==> src/rtl/seq_alu_if.sv <==
// ---------------------------------------------------------------------------
// seq_alu_if
// Request/response bundle for the sequential ALU.
//   start  requester -> ALU  request, sampled only while busy=0
//   ins    requester -> ALU  opcode, sampled with start
//   A, B   requester -> ALU  operands, sampled with start
//   busy   ALU -> requester  multi-cycle op in flight
//   done   ALU -> requester  one-cycle pulse, out/hi/flags updated
//   out    ALU -> requester  result low word / quotient
//   hi     ALU -> requester  MUL high word / DIV remainder, else 0
//   flags  ALU -> requester  {carry_err, neg, zero}
// ---------------------------------------------------------------------------
interface seq_alu_if #(
    parameter int WIDTH = 16
);
    logic             start;
    logic [3:0]       ins;
    logic [WIDTH-1:0] A;
    logic [WIDTH-1:0] B;
    logic             busy;
    logic             done;
    logic [WIDTH-1:0] out;
    logic [WIDTH-1:0] hi;
    logic [2:0]       flags;

    modport master (
        output start, ins, A, B,
        input  busy, done, out, hi, flags
    );

    modport slave (
        input  start, ins, A, B,
        output busy, done, out, hi, flags
    );
endinterface

==> src/rtl/seq_alu.sv <==
// ---------------------------------------------------------------------------
// seq_alu
// Multi-cycle ALU. Logic, add/sub and shift ops finish on the sampling edge;
// MUL (shift-add) and DIV (restoring) iterate one bit per clock for WIDTH
// clocks so no wide multiplier/divider sits in the combinational path.
//   clk  rising-edge clock
//   rst  asynchronous active-high reset; aborts any op without a done pulse
//   bus  seq_alu_if slave: start/ins/A/B in, busy/done/out/hi/flags out
// ---------------------------------------------------------------------------
module seq_alu #(
    parameter int WIDTH = 16
) (
    input  logic      clk,
    input  logic      rst,
    seq_alu_if.slave  bus
);
    localparam int SHW = $clog2(WIDTH);
    localparam int CW  = SHW + 1;          // counter must hold WIDTH itself

    typedef enum logic [3:0] {
        OP_NOP = 4'd0,  OP_ADD = 4'd1,  OP_SUB = 4'd2,  OP_MUL = 4'd3,
        OP_DIV = 4'd4,  OP_AND = 4'd5,  OP_OR  = 4'd6,  OP_XOR = 4'd7,
        OP_NOT = 4'd8,  OP_SHL = 4'd9,  OP_SHR = 4'd10, OP_SRA = 4'd11
    } op_e;

    typedef enum logic {IDLE, RUN} state_e;

    state_e           state_q, state_d;
    logic [CW-1:0]    cnt_q, cnt_d;
    logic             div_q, div_d;        // 1: DIV in flight, 0: MUL
    logic [WIDTH-1:0] b_q, b_d;            // shadow divisor / multiplicand
    logic [WIDTH-1:0] acc_q, acc_d;        // partial product high / remainder
    logic [WIDTH-1:0] lo_q, lo_d;          // multiplier bits / dividend->quotient
    logic [WIDTH-1:0] out_q, out_d;
    logic [WIDTH-1:0] hi_q, hi_d;
    logic [2:0]       flags_q, flags_d;
    logic             done_q, done_d;

    // ---------------- single-cycle datapath ----------------
    logic [WIDTH:0]   add_full, sub_full;
    logic [SHW-1:0]   sh;
    logic [WIDTH-1:0] sc_out;
    logic             sc_carry;

    assign add_full = {1'b0, bus.A} + {1'b0, bus.B};
    assign sub_full = {1'b0, bus.A} - {1'b0, bus.B};   // MSB is the borrow
    assign sh       = bus.B[SHW-1:0];

    // NOTE: every always_comb output gets a default first so no path leaves a
    // variable unassigned, which would otherwise infer a latch.
    always_comb begin
        sc_out   = '0;
        sc_carry = 1'b0;
        case (bus.ins)
            OP_NOP, OP_MUL, OP_DIV: ;
            OP_ADD: begin sc_out = add_full[WIDTH-1:0]; sc_carry = add_full[WIDTH]; end
            OP_SUB: begin sc_out = sub_full[WIDTH-1:0]; sc_carry = sub_full[WIDTH]; end
            OP_AND: sc_out = bus.A & bus.B;
            OP_OR:  sc_out = bus.A | bus.B;
            OP_XOR: sc_out = bus.A ^ bus.B;
            OP_NOT: sc_out = ~bus.A;
            OP_SHL: sc_out = bus.A << sh;
            OP_SHR: sc_out = bus.A >> sh;
            OP_SRA: sc_out = $unsigned($signed(bus.A) >>> sh);
            default: sc_carry = 1'b1;      // reserved: out=0, flags=101
        endcase
    end

    // ---------------- iterative step ----------------
    logic [WIDTH:0]   mul_sum;
    logic [WIDTH:0]   div_trial;
    logic             div_ge;
    logic [WIDTH-1:0] div_diff;
    logic [WIDTH-1:0] step_acc, step_lo;
    logic             it_carry;

    assign mul_sum   = {1'b0, acc_q} + (lo_q[0] ? {1'b0, b_q} : '0);
    assign div_trial = {acc_q, lo_q[WIDTH-1]};
    assign div_ge    = div_trial >= {1'b0, b_q};
    // Only used when div_ge, so the true difference fits in WIDTH bits.
    assign div_diff  = div_trial[WIDTH-1:0] - b_q;

    always_comb begin
        step_acc = '0;
        step_lo  = '0;
        it_carry = 1'b0;
        if (div_q) begin
            step_acc = div_ge ? div_diff : div_trial[WIDTH-1:0];
            step_lo  = {lo_q[WIDTH-2:0], div_ge};
            it_carry = (b_q == '0);
        end else begin
            // Right-shifting product: carry of the add lands in the top bit.
            step_acc = mul_sum[WIDTH:1];
            step_lo  = {mul_sum[0], lo_q[WIDTH-1:1]};
            it_carry = (mul_sum[WIDTH:1] != '0);
        end
    end

    // ---------------- FSM next state / outputs ----------------
    always_comb begin
        state_d = state_q;
        cnt_d   = cnt_q;
        div_d   = div_q;
        b_d     = b_q;
        acc_d   = acc_q;
        lo_d    = lo_q;
        out_d   = out_q;
        hi_d    = hi_q;
        flags_d = flags_q;
        done_d  = 1'b0;
        case (state_q)
            IDLE: begin
                if (bus.start) begin
                    if (bus.ins == OP_MUL || bus.ins == OP_DIV) begin
                        div_d   = (bus.ins == OP_DIV);
                        b_d     = bus.B;
                        acc_d   = '0;
                        lo_d    = bus.A;
                        cnt_d   = CW'(WIDTH);
                        state_d = RUN;
                    end else begin
                        out_d   = sc_out;
                        hi_d    = '0;
                        flags_d = {sc_carry, sc_out[WIDTH-1], sc_out == '0};
                        done_d  = 1'b1;
                    end
                end
            end
            RUN: begin
                acc_d = step_acc;
                lo_d  = step_lo;
                cnt_d = cnt_q - 1'b1;
                if (cnt_q == CW'(1)) begin
                    out_d   = step_lo;
                    hi_d    = step_acc;
                    flags_d = {it_carry, step_lo[WIDTH-1], step_lo == '0};
                    done_d  = 1'b1;
                    state_d = IDLE;
                end
            end
            default: state_d = IDLE;
        endcase
    end

    // NOTE: sequential state uses non-blocking assignments so every register
    // samples the pre-edge values regardless of statement order.
    always_ff @(posedge clk or posedge rst) begin
        if (rst) state_q <= IDLE;
        else     state_q <= state_d;
    end

    always_ff @(posedge clk or posedge rst) begin
        if (rst) begin
            cnt_q   <= '0;
            div_q   <= 1'b0;
            b_q     <= '0;
            acc_q   <= '0;
            lo_q    <= '0;
            out_q   <= '0;
            hi_q    <= '0;
            flags_q <= '0;
            done_q  <= 1'b0;
        end else begin
            cnt_q   <= cnt_d;
            div_q   <= div_d;
            b_q     <= b_d;
            acc_q   <= acc_d;
            lo_q    <= lo_d;
            out_q   <= out_d;
            hi_q    <= hi_d;
            flags_q <= flags_d;
            done_q  <= done_d;
        end
    end

    assign bus.busy  = (state_q == RUN);
    assign bus.done  = done_q;
    assign bus.out   = out_q;
    assign bus.hi    = hi_q;
    assign bus.flags = flags_q;

endmodule

==> src/flat_wrapper.sv <==
// flat-port wrapper written by rule: the top's interface ports become plain ports
module seq_alu_flat 
#(
    parameter int WIDTH = 16
)
  (clk, rst, bus_start, bus_ins, bus_A, bus_B, bus_busy, bus_done, bus_out, bus_hi, bus_flags);
  seq_alu_if #(.WIDTH(WIDTH)) bus_i ();
  input  logic clk;
  input  logic rst;
  input wire logic [$bits(bus_i.start)-1:0] bus_start;
  input wire logic [$bits(bus_i.ins)-1:0] bus_ins;
  input wire logic [$bits(bus_i.A)-1:0] bus_A;
  input wire logic [$bits(bus_i.B)-1:0] bus_B;
  output wire logic [$bits(bus_i.busy)-1:0] bus_busy;
  output wire logic [$bits(bus_i.done)-1:0] bus_done;
  output wire logic [$bits(bus_i.out)-1:0] bus_out;
  output wire logic [$bits(bus_i.hi)-1:0] bus_hi;
  output wire logic [$bits(bus_i.flags)-1:0] bus_flags;
  assign bus_i.start = bus_start;
  assign bus_i.ins = bus_ins;
  assign bus_i.A = bus_A;
  assign bus_i.B = bus_B;
  assign bus_busy = bus_i.busy;
  assign bus_done = bus_i.done;
  assign bus_out = bus_i.out;
  assign bus_hi = bus_i.hi;
  assign bus_flags = bus_i.flags;
  seq_alu #(.WIDTH(WIDTH)) u_core (.clk(clk), .rst(rst), .bus(bus_i));
endmodule
==> config.mk <==
export PLATFORM = sky130hd
export DESIGN_NAME = seq_alu_flat
export DESIGN_NICKNAME = d
export VERILOG_FILES = /design/src/rtl/seq_alu_if.sv /design/src/rtl/seq_alu.sv /design/src/flat_wrapper.sv
export SDC_FILE = /design/constraint.sdc
export NUM_CORES = 1
export LEC_CHECK = 0
export CORE_MARGIN = 1.5
export CORE_UTILIZATION = 65
export CTS_BUF_LIST = sky130_fd_sc_hd__clkbuf_16
export CTS_CLUSTER_SIZE = 20
export DETAILED_ROUTE_END_ITERATION = 6
export PLACE_DENSITY = 0.87
export RECOVER_POWER = 25
export SLEW_MARGIN = 20
export SYNTH_ARGS = -nofsm -noshare
export SYNTH_HDL_FRONTEND = slang
export SYNTH_SLANG_ARGS = --single-unit
==> constraint.sdc <==
create_clock -name clk -period 6.4 [get_ports clk]
set_input_delay 0.64 -clock clk [delete_from_list [all_inputs] [get_ports clk]]
set_output_delay 0.64 -clock clk [all_outputs]
set_load 0.005 [all_outputs]
# [Word-level counts from Yosys, hierarchy flattened]
# Index checks and enable logic that the tools add are counted.
# W data, S select, Z words.
[classes] n_eq_ne=16 n_bitwise=5 order_cmp=1 reduce_logical=10 n_mux=36 shifts=3 n_addsub=5
[op_table] operator="$mux W16" n=14
[op_table] operator="$pmux W16 S9" n=1
[op_table] operator="$pmux W16 S2" n=4
[op_table] operator="$logic_not A16 Y1" n=3
[op_table] operator="$add A16 B16 Y17" n=1
[op_table] operator="$add A16 B17 Y17" n=1
[op_table] operator="$ge A17 B16 Y1" n=1
[op_table] operator="$sub A16 B16 Y17" n=1
[op_table] operator="$and A16 B16 Y16" n=1
[op_table] operator="$eq A4 B3 Y1 const B" n=4
[op_table] operator="$eq A4 B4 Y1 const B" n=4
[op_table] operator="$not A16 Y16" n=1
[op_table] operator="$or A16 B16 Y16" n=1
[op_table] operator="$reduce_bool A16 Y1" n=1
[op_table] operator="$shl A16 B4 Y16" n=1
[op_table] operator="$shr A16 B4 Y16" n=1
[op_table] operator="$sshr A16 B4 Y16" n=1
[op_table] operator="$sub A16 B16 Y16" n=1
[op_table] operator="$xor A16 B16 Y16" n=1
[op_table] operator="$mux W5" n=2
[op_table] operator="$pmux W5 S2" n=1
[op_table] operator="$reduce_or A10 Y1" n=1
[op_table] operator="$mux W3" n=3
[op_table] operator="$eq A4 B2 Y1 const B" n=2
[op_table] operator="14 further kinds" n=24
[word_totals] ff_bits=91 wordCells=86 inputBits=39 out_inout_bits=37

# [Logic depth before layout (Yosys ltp)]
# Gate-level depths: netlist of the first run.
[depth] depth_word=6 ltp_mapped=15 mapped_depth_nobuf=14

# [Least setup slack after synthesis of the first run]
# No wires, ideal clock.
[synth_timing] kind="input port to flip-flop" start="input bus_B[2]" end="register u_core.flags_q[0], in the netlist u_core.bus.flags[0]" slack_ps=2532 setup_ps=87 required_time_ps=6313 cell_stages=14 arrival_ps=3781 path_buffers=3 cell_sequence="inv_1 clkbuf_1 buf_1 ha_1 buf_2 o21ai_0 o21bai_1 o21a_1 a221o_1 a2111oi_0 nand3_1 or4_1 nand4bb_1 o211ai_1"
[synth_via] elab_chain_len=6 word_cells_on_any_way=13 cone_classes="add/sub: 2; shift: 3; mux: 4; bitwise: 3; reduce/logical: 1"
[synth_rtl] item="start: declaration" line="flat_wrapper.sv:13" source="input wire logic [$bits(bus_i.B)-1:0] bus_B;"
[synth_rtl] item="$sub A16 B16 Y17 (tied with other cells)" line="seq_alu.sv:46" source="assign sub_full = {1'b0, bus.A} - {1'b0, bus.B};"
[synth_rtl] item="$pmux W16 S9 (*)" line="seq_alu.sv:54" source="case (bus.ins)"
[synth_rtl] item="$logic_not A16 Y1 (*)" line="seq_alu.sv:124" source="flags_d = {sc_carry, sc_out[WIDTH-1], sc_out == '0};"
[synth_rtl] item="$mux W3 (*)" line="seq_alu.sv:114" source="if (bus.ins == OP_MUL || bus.ins == OP_DIV) begin"
[synth_rtl] item="$mux W3 (*)" line="seq_alu.sv:113" source="if (bus.start) begin"
[synth_rtl] item="$pmux W3 S2 (*)" line="seq_alu.sv:111" source="case (state_q)"
[synth_rtl] item="end signal: assignment" line="seq_alu.sv:171" source="flags_q <= flags_d;"
[synth_rtl] item="end: declaration" line="seq_alu.sv:36" source="logic [2:0] flags_q, flags_d;"
# Every way passes the cells marked *; elsewhere a longest branch is shown, timed or not. The select of a mux whose other input is x is not followed.
# A chain may end at the register's enable or synchronous reset.

# [Final worst setup path of the first run]
[layout_timing] start="input bus_A[1]" end="register u_core.flags_q[0], in the netlist u_core.bus.flags[0]"
[layout_via] elab_chain_len=6 word_cells_on_any_way=14 cone_classes="add/sub: 2; shift: 3; mux: 4; bitwise: 4; reduce/logical: 1"
[layout_rtl] item="start: declaration" line="flat_wrapper.sv:12" source="input wire logic [$bits(bus_i.A)-1:0] bus_A;"
[layout_rtl] item="$sub A16 B16 Y17 (tied with other cells)" line="seq_alu.sv:46"
[layout_rtl] item="$pmux W16 S9 (*)" line="seq_alu.sv:54"
[layout_rtl] item="$logic_not A16 Y1 (*)" line="seq_alu.sv:124"
[layout_rtl] item="$mux W3 (*)" line="seq_alu.sv:114"
[layout_rtl] item="$mux W3 (*)" line="seq_alu.sv:113"
[layout_rtl] item="$pmux W3 S2 (*)" line="seq_alu.sv:111"
# Marked as above.

==> impl_metrics.tcl, run 1 <==
set metrics [dict create \
    synthCells 1293 \
    ys_ff_latch 90 \
    power_mw 5.078 \
    fin_hold_ws_ns 0.4687 \
    setup_viol 0 \
    fmax_ghz 0.2206 \
    yosys_warnings 0 \
    die-width_microns 127.9 \
    rsz0062_at_grt "no" \
    ios 76 \
    power.density_nw_per_um2 452.7 \
    maxCapViolCount 0 \
    irDropWorstVdd_v 0.0004404 \
    critPathLaunchType "primary input" \
    violations "DRC" \
    r2r_slack_ns 2.64 \
    p_leak_nw 4.804 \
    min_path_type "register to register" \
    yosysTopAreaCellShare 0.2221 \
    min_period_over_period 0.7083 \
    grt_pass1_wl_microns 56300 \
    reg2reg_depth 13 \
    hold_viol 0 \
    clock_path_buffers 2 \
    drv_slew 0 \
    cts_root_buffer "clkbuf_16" \
    numPortBuffers 75 \
    ant_nets 0 \
    grt_antenna_before_repair 0 \
    final_cell_mix "134 x nand2_1, 111 x a21oi_1, 110 x nor2_1" \
    synthTopCellsByArea "dfrtp_1 22%, ha_1 10%, a21oi_1 5.5%" \
    die_y_microns 127.9 \
    initial_utilization 0.6669 \
    wl_microns 36440 \
    post-dp-hpwl_microns 27100 \
    critPathCaptureType "register" \
    status "finished, violations left" \
    async_reset_ff_frac 1.000 \
    grt_pass1_vias 9930 \
    syn_area_per_cell_sq_um 7.841 \
    startpoint "bus_A[1]" \
    slew_headroom 0.3070 \
    via_count 10857 \
    crit_required_ns 6.67 \
    hold_buffers 0 \
    coreArea_sq_um 15200 \
    clock_skew_ns 0.01325 \
    tightest_slew_ns 1.013 \
    areaGrowthSynthToFinish_pct 10.65 \
    grt_start_max_net_pins 82 \
    cp_max_fo 10 \
    utilization 0.7379 \
    htreeDepth 3 \
    path_class "primary input to register" \
    syn_nets 1419 \
    dieArea_sq_um 16360 \
    crit_arrival_ns 4.80 \
    syn_area_sq_um 10140 \
    drive_gt1_frac 0.06964 \
    cts_resized 0 \
    postCtsSetupRepairBufs 0 \
    cts_buffers 9 \
    place_congestion 1.086 \
    yosys.area.top_type "dfrtp_1" \
    row_count 45 \
    firstDrtPassIters 7 \
    path_clk_slew_ns 0.08 \
    layout_min_cycle_time_ns 4.533 \
    wire_per_inst_microns 24.15 \
    vias_per_cell 7.195 \
    final_common_cell "nand2_1" \
    cts_sinks 90 \
    rr_startpoint "u_core.lo_q[0]" \
    track_usage 0.4496 \
    synth_ff_type "dfrtp_1" \
    tns_ns 0 \
    layout.nets 1442 \
    synth_cell_type_count 81 \
    tritoncts "yes" \
    clock_latency_ns 0.37 \
    grt-ovfl-total 0 \
    r2r-end "u_core.bus.hi[13]" \
    ys_seq_area_frac 0.2221 \
    drcViolationCount 6 \
    synth_edf_count 0 \
    cp-endpoint "u_core.bus.flags[0]" \
    drtIter0Drc 1884 \
    antennaDiodeCount 0 \
]
## cell families (layout without fill, tap and decap cells)
kind of cell | count (synthesis) | in the layout | share of synthesized area
fa+ha+maj | 87 | 87 | 0.1103
simple gates | 419 | 419 | 0.1973
compound gates | 427 | 427 | 0.2750
buf+inv | 170 | 198 | 0.06874
mux | 70 | 70 | 0.1006
flops | 90 | 90 | 0.2221
xor+xnor | 30 | 30 | 0.02592
## stage by stage
step / setup WS, ns / cell area (sq um) / cells
2_1_floorplan: 2.532 / 10140 / 1293
3_5_place_dp: 1.551 / 10920 / 1493
4_1_cts: 1.870 / 11210 / 1509
5_1_grt: 1.544 / 11220 / 1509
3_3_place_gp: 1.694 / 10920 / 1493
6_report: 1.867 / 11220 / 1509
## synth_stat cells, drive strengths merged, types with 7 or more instances
cell type,count
o21bai,7
a211oi,21
nand2b,10
xnor2,19
a21o,14
o21ai,110
and3,8
nor4,9
a22oi,12
o21a,7
o211ai,15
ha,83
and2,22
mux4,24
o221ai,7
a31oi,8
clkbuf,57
inv,84
buf,28
nand3,30
a22o,14
nor2b,14
xor2,11
nor2,111
mux2i,43
a221o,7
nand2,134
nor3,32
dfrtp,90
o31ai,12
or3,9
o22ai,11
nand4,11
a21boi,15
a21oi,112
## where the power goes
part           switching (mW)  internal [mW]  total (mW)  leakage, nW
combinational            2.02           1.41        3.43         3.61
clock                   0.267          0.275       0.542        0.136
sequential              0.278          0.832        1.11         1.06
total                    2.56           2.52        5.08         4.80
## critical path: stages
cell	delay, ns
clkdlybuf4s50_1	0.72
inv_1	0.24
ha_1	0.37
a211oi_1	0.30
o21bai_1	0.17
o21a_1	0.22
a221o_1	0.31
a2111oi_1	0.91
nand3_1	0.12
or4_1	0.44
nand4bb_1	0.18
o211ai_1	0.18
## flip-flops by register name, indices dropped and copies added, names as in the netlist
name / count
u_core.acc_q: 16
u_core.b_q: 16
u_core.bus.busy: 1
u_core.bus.done: 1
u_core.bus.flags: 3
u_core.bus.hi: 16
u_core.bus.out: 15
u_core.cnt_q: 5
u_core.div_q: 1
u_core.lo_q: 16
## final cells by class
| cell class | count | area [sq um] |
|---|---|---|
| sequential | 90 | 2252 |
| multi-input combinational | 1033 | 7203 |
| fill | 1201 | 3984 |
| clock buffer | 9 | 225.2 |
| tap | 188 | 235.2 |
| clock inverter | 7 | 72.57 |
| inverter | 85 | 320.3 |
| timing repair buffer | 97 | 909.6 |
## routing by layer
| layer | up-vias | global-route usage | routed length [microns] |
|---|---|---|---|
| met5 | - | 0 | 0 |
| met4 | 0 | 0.1613 | 1489 |
| met3 | 147 | 0.1523 | 6327 |
| met2 | 955 | 0.6369 | 14720 |
| met1 | 4972 | 0.6366 | 13900 |
| li1 | 4783 | - | - |
## worst min-delay path by stage
| stage | start | to | slack (ns) | cells past startpoint |
|---|---|---|---|---|
| floorplan | u_core.bus.hi[11] | u_core.bus.hi[11] | 0.46 | 2 |
| global placement | u_core.bus.hi[7] | u_core.bus.hi[7] | 0.45 | 2 |
| detailed placement | u_core.bus.hi[7] | u_core.bus.hi[7] | 0.45 | 2 |
| CTS | u_core.bus.hi[7] | u_core.bus.hi[7] | 0.47 | 2 |
| global route | u_core.bus.hi[7] | u_core.bus.hi[7] | 0.50 | 2 |
| finish | u_core.bus.hi[7] | u_core.bus.hi[7] | 0.47 | 2 |
Power figures use the tool's default switching activity.
==> inputs of run 2 (changes only) <==
CORE_UTILIZATION = 55   (was 65)
PLACE_DENSITY = 0.79   (was 0.87)
clock period = 4.15 ns   (was 6.4 ns; I/O delays follow)
==> run 2 against run 1 <==
The run ends with DRC, capacitance limit, slew limit left. Highest routed layer unchanged. Largest power group unchanged. Worst setup slack worse by 1.6 ns. Flip-flop and latch count stayed put. Clock power is 56% higher. Largest cell class unchanged. First-iteration DRC count is 21% lower. Count of clock-buffer cells in the layout stayed put.
==> impl_metrics.tcl, run 2 (synthesis gave the netlist of run 1 again) <==
set metrics [dict create \
    place_congestion 1.051 \
    cts_root_buffer "clkbuf_16" \
    row_count 49 \
    critPathCaptureType "register" \
    vias_per_cell 6.758 \
    min_period_over_period 0.9265 \
    rsz0062_at_grt "no" \
    crit_required_ns 4.42 \
    slew_headroom -0.06151 \
    power_mw 7.831 \
    grt-ovfl-total 0 \
    final_common_cell "nand2_1" \
    cts_buffers 9 \
    areaGrowthSynthToFinish_pct 17.29 \
    layout.nets 1518 \
    wl_met2_microns 15570 \
    hold_buffers 0 \
    grt_pass1_vias 10145 \
    layout_min_cycle_time_ns 3.845 \
    critPathLaunchType "primary input" \
    dp_cells 1610 \
    design_area_sq_um 11890 \
    power.density_nw_per_um2 658.5 \
    firstDrtPassIters 7 \
    clock_path_buffers 2 \
    wire_per_inst_microns 23.24 \
    min_path_type "register to register" \
    hold_viol 0 \
    grt_start_max_net_pins 44 \
    antennaDiodeCount 0 \
    grt_pass1_wl_microns 58640 \
    wl_microns 37780 \
    dieArea_sq_um 19260 \
    initial_utilization 0.5625 \
    drtIter0Drc 1491 \
    numPortBuffers 75 \
    irDropWorstVdd_v 0.0004610 \
    die_y_microns 138.8 \
    status "finished, violations left" \
    die-width_microns 138.8 \
    cts_sinks 90 \
    grt_antenna_before_repair 0 \
    tns_ns 0 \
    highest_layer "met4" \
    clock_latency_ns 0.36 \
    violations "DRC, capacitance limit, slew limit" \
    postCtsSetupRepairBufs 0 \
    htreeDepth 3 \
    crit_arrival_ns 4.12 \
    layout.cells.non_filler 1626 \
    drive_gt1_frac 0.1195 \
    cp_max_fo 4 \
    drv_slew 29 \
    maxCapViolCount 1 \
    coreArea_sq_um 18020 \
    path_clk_slew_ns 0.08 \
    setup_viol 0 \
    path_class "primary input to register" \
    fmax_ghz 0.2601 \
    drcViolationCount 1 \
    placed_area_sq_um 11590 \
    track_usage 0.3877 \
    tritoncts "yes" \
    tightest_slew_ns 1.592 \
    final_cell_mix "134 x nand2_1, 111 x a21oi_1, 110 x nor2_1" \
    clock_skew_ns 0.01313 \
    wl_met3_microns 5074 \
    via_count 10988 \
    p_leak_nw 5.194 \
    ios 76 \
    wl_met1_microns 16040 \
    fin_hold_ws_ns 0.4666 \
    ant_nets 0 \
    post-dp-hpwl_microns 29420 \
]
-- run 2: critical path, stage by stage --
cell             delay (ns)
clkdlybuf4s50_1        0.51
ha_1                   0.24
inv_1                  0.07
fa_1                   0.40
nand2b_1               0.18
a21oi_1                0.30
o2111ai_1              0.22
and3b_1                0.26
o41ai_1                0.63
and2_1                 0.26
a211oi_1               0.07
o21ai_0                0.24
o21ai_0                0.12
o21ai_0                0.18
-- run 2: what timing repair did --
item / CTS / global route
endpoints found under the setup margin: 0 / 1
gates resized for setup: 0 / 1
hold endpoints to repair: 0 / 0
-- run 2: report_power, final --
group	switching, mW	internal (mW)
Clock	0.414	0.430
Combinational	3.04	2.24
Sequential	0.430	1.28
-- run 2: final timing paths --
kind / startpoint / endpoint / slack, ns / cells after the start
worst max-delay path: bus_A[0] / u_core.bus.out[14] / 0.30 / 14
worst min-delay path: u_core.bus.hi[11] / u_core.bus.hi[11] / 0.47 / 2
worst max register to register: u_core.lo_q[15] / u_core.bus.hi[14] / 0.39 / 14
worst min register to register: u_core.bus.hi[11] / u_core.bus.hi[11] / 0.47 / 2
max in group asynchronous: rst / u_core.bus.flags[2] / 1.40 / 3
min in group asynchronous: rst / u_core.bus.out[5] / 0.77 / 2
-- run 2: final cells by class --
cell class	instances	area, sq um
multi-input cells	1033	7203
fillers	1582	6133
flip-flops and latches	90	2252
repair buffers	173	1523
inverters	85	320.3
well taps	229	286.5
clock buffers	9	225.2
clock inverters	7	81.33
-- run 2: per-layer routing --
layer,track usage,vias to the layer above
li1,-,4925
met1,0.5740,5244
met2,0.5472,730
met3,0.1077,89
met4,0.1162,0
met5,0,-
-- run 2: through the flow --
stage	setup slack (ns)	utilization
4_1_cts	0.3023	0.6599
5_1_grt	0.1722	0.6597
6_report	0.3048	0.6597
3_5_place_dp	-0.03300	0.6429
3_3_place_gp	0.09232	0.6429
2_1_floorplan	0.5069	-
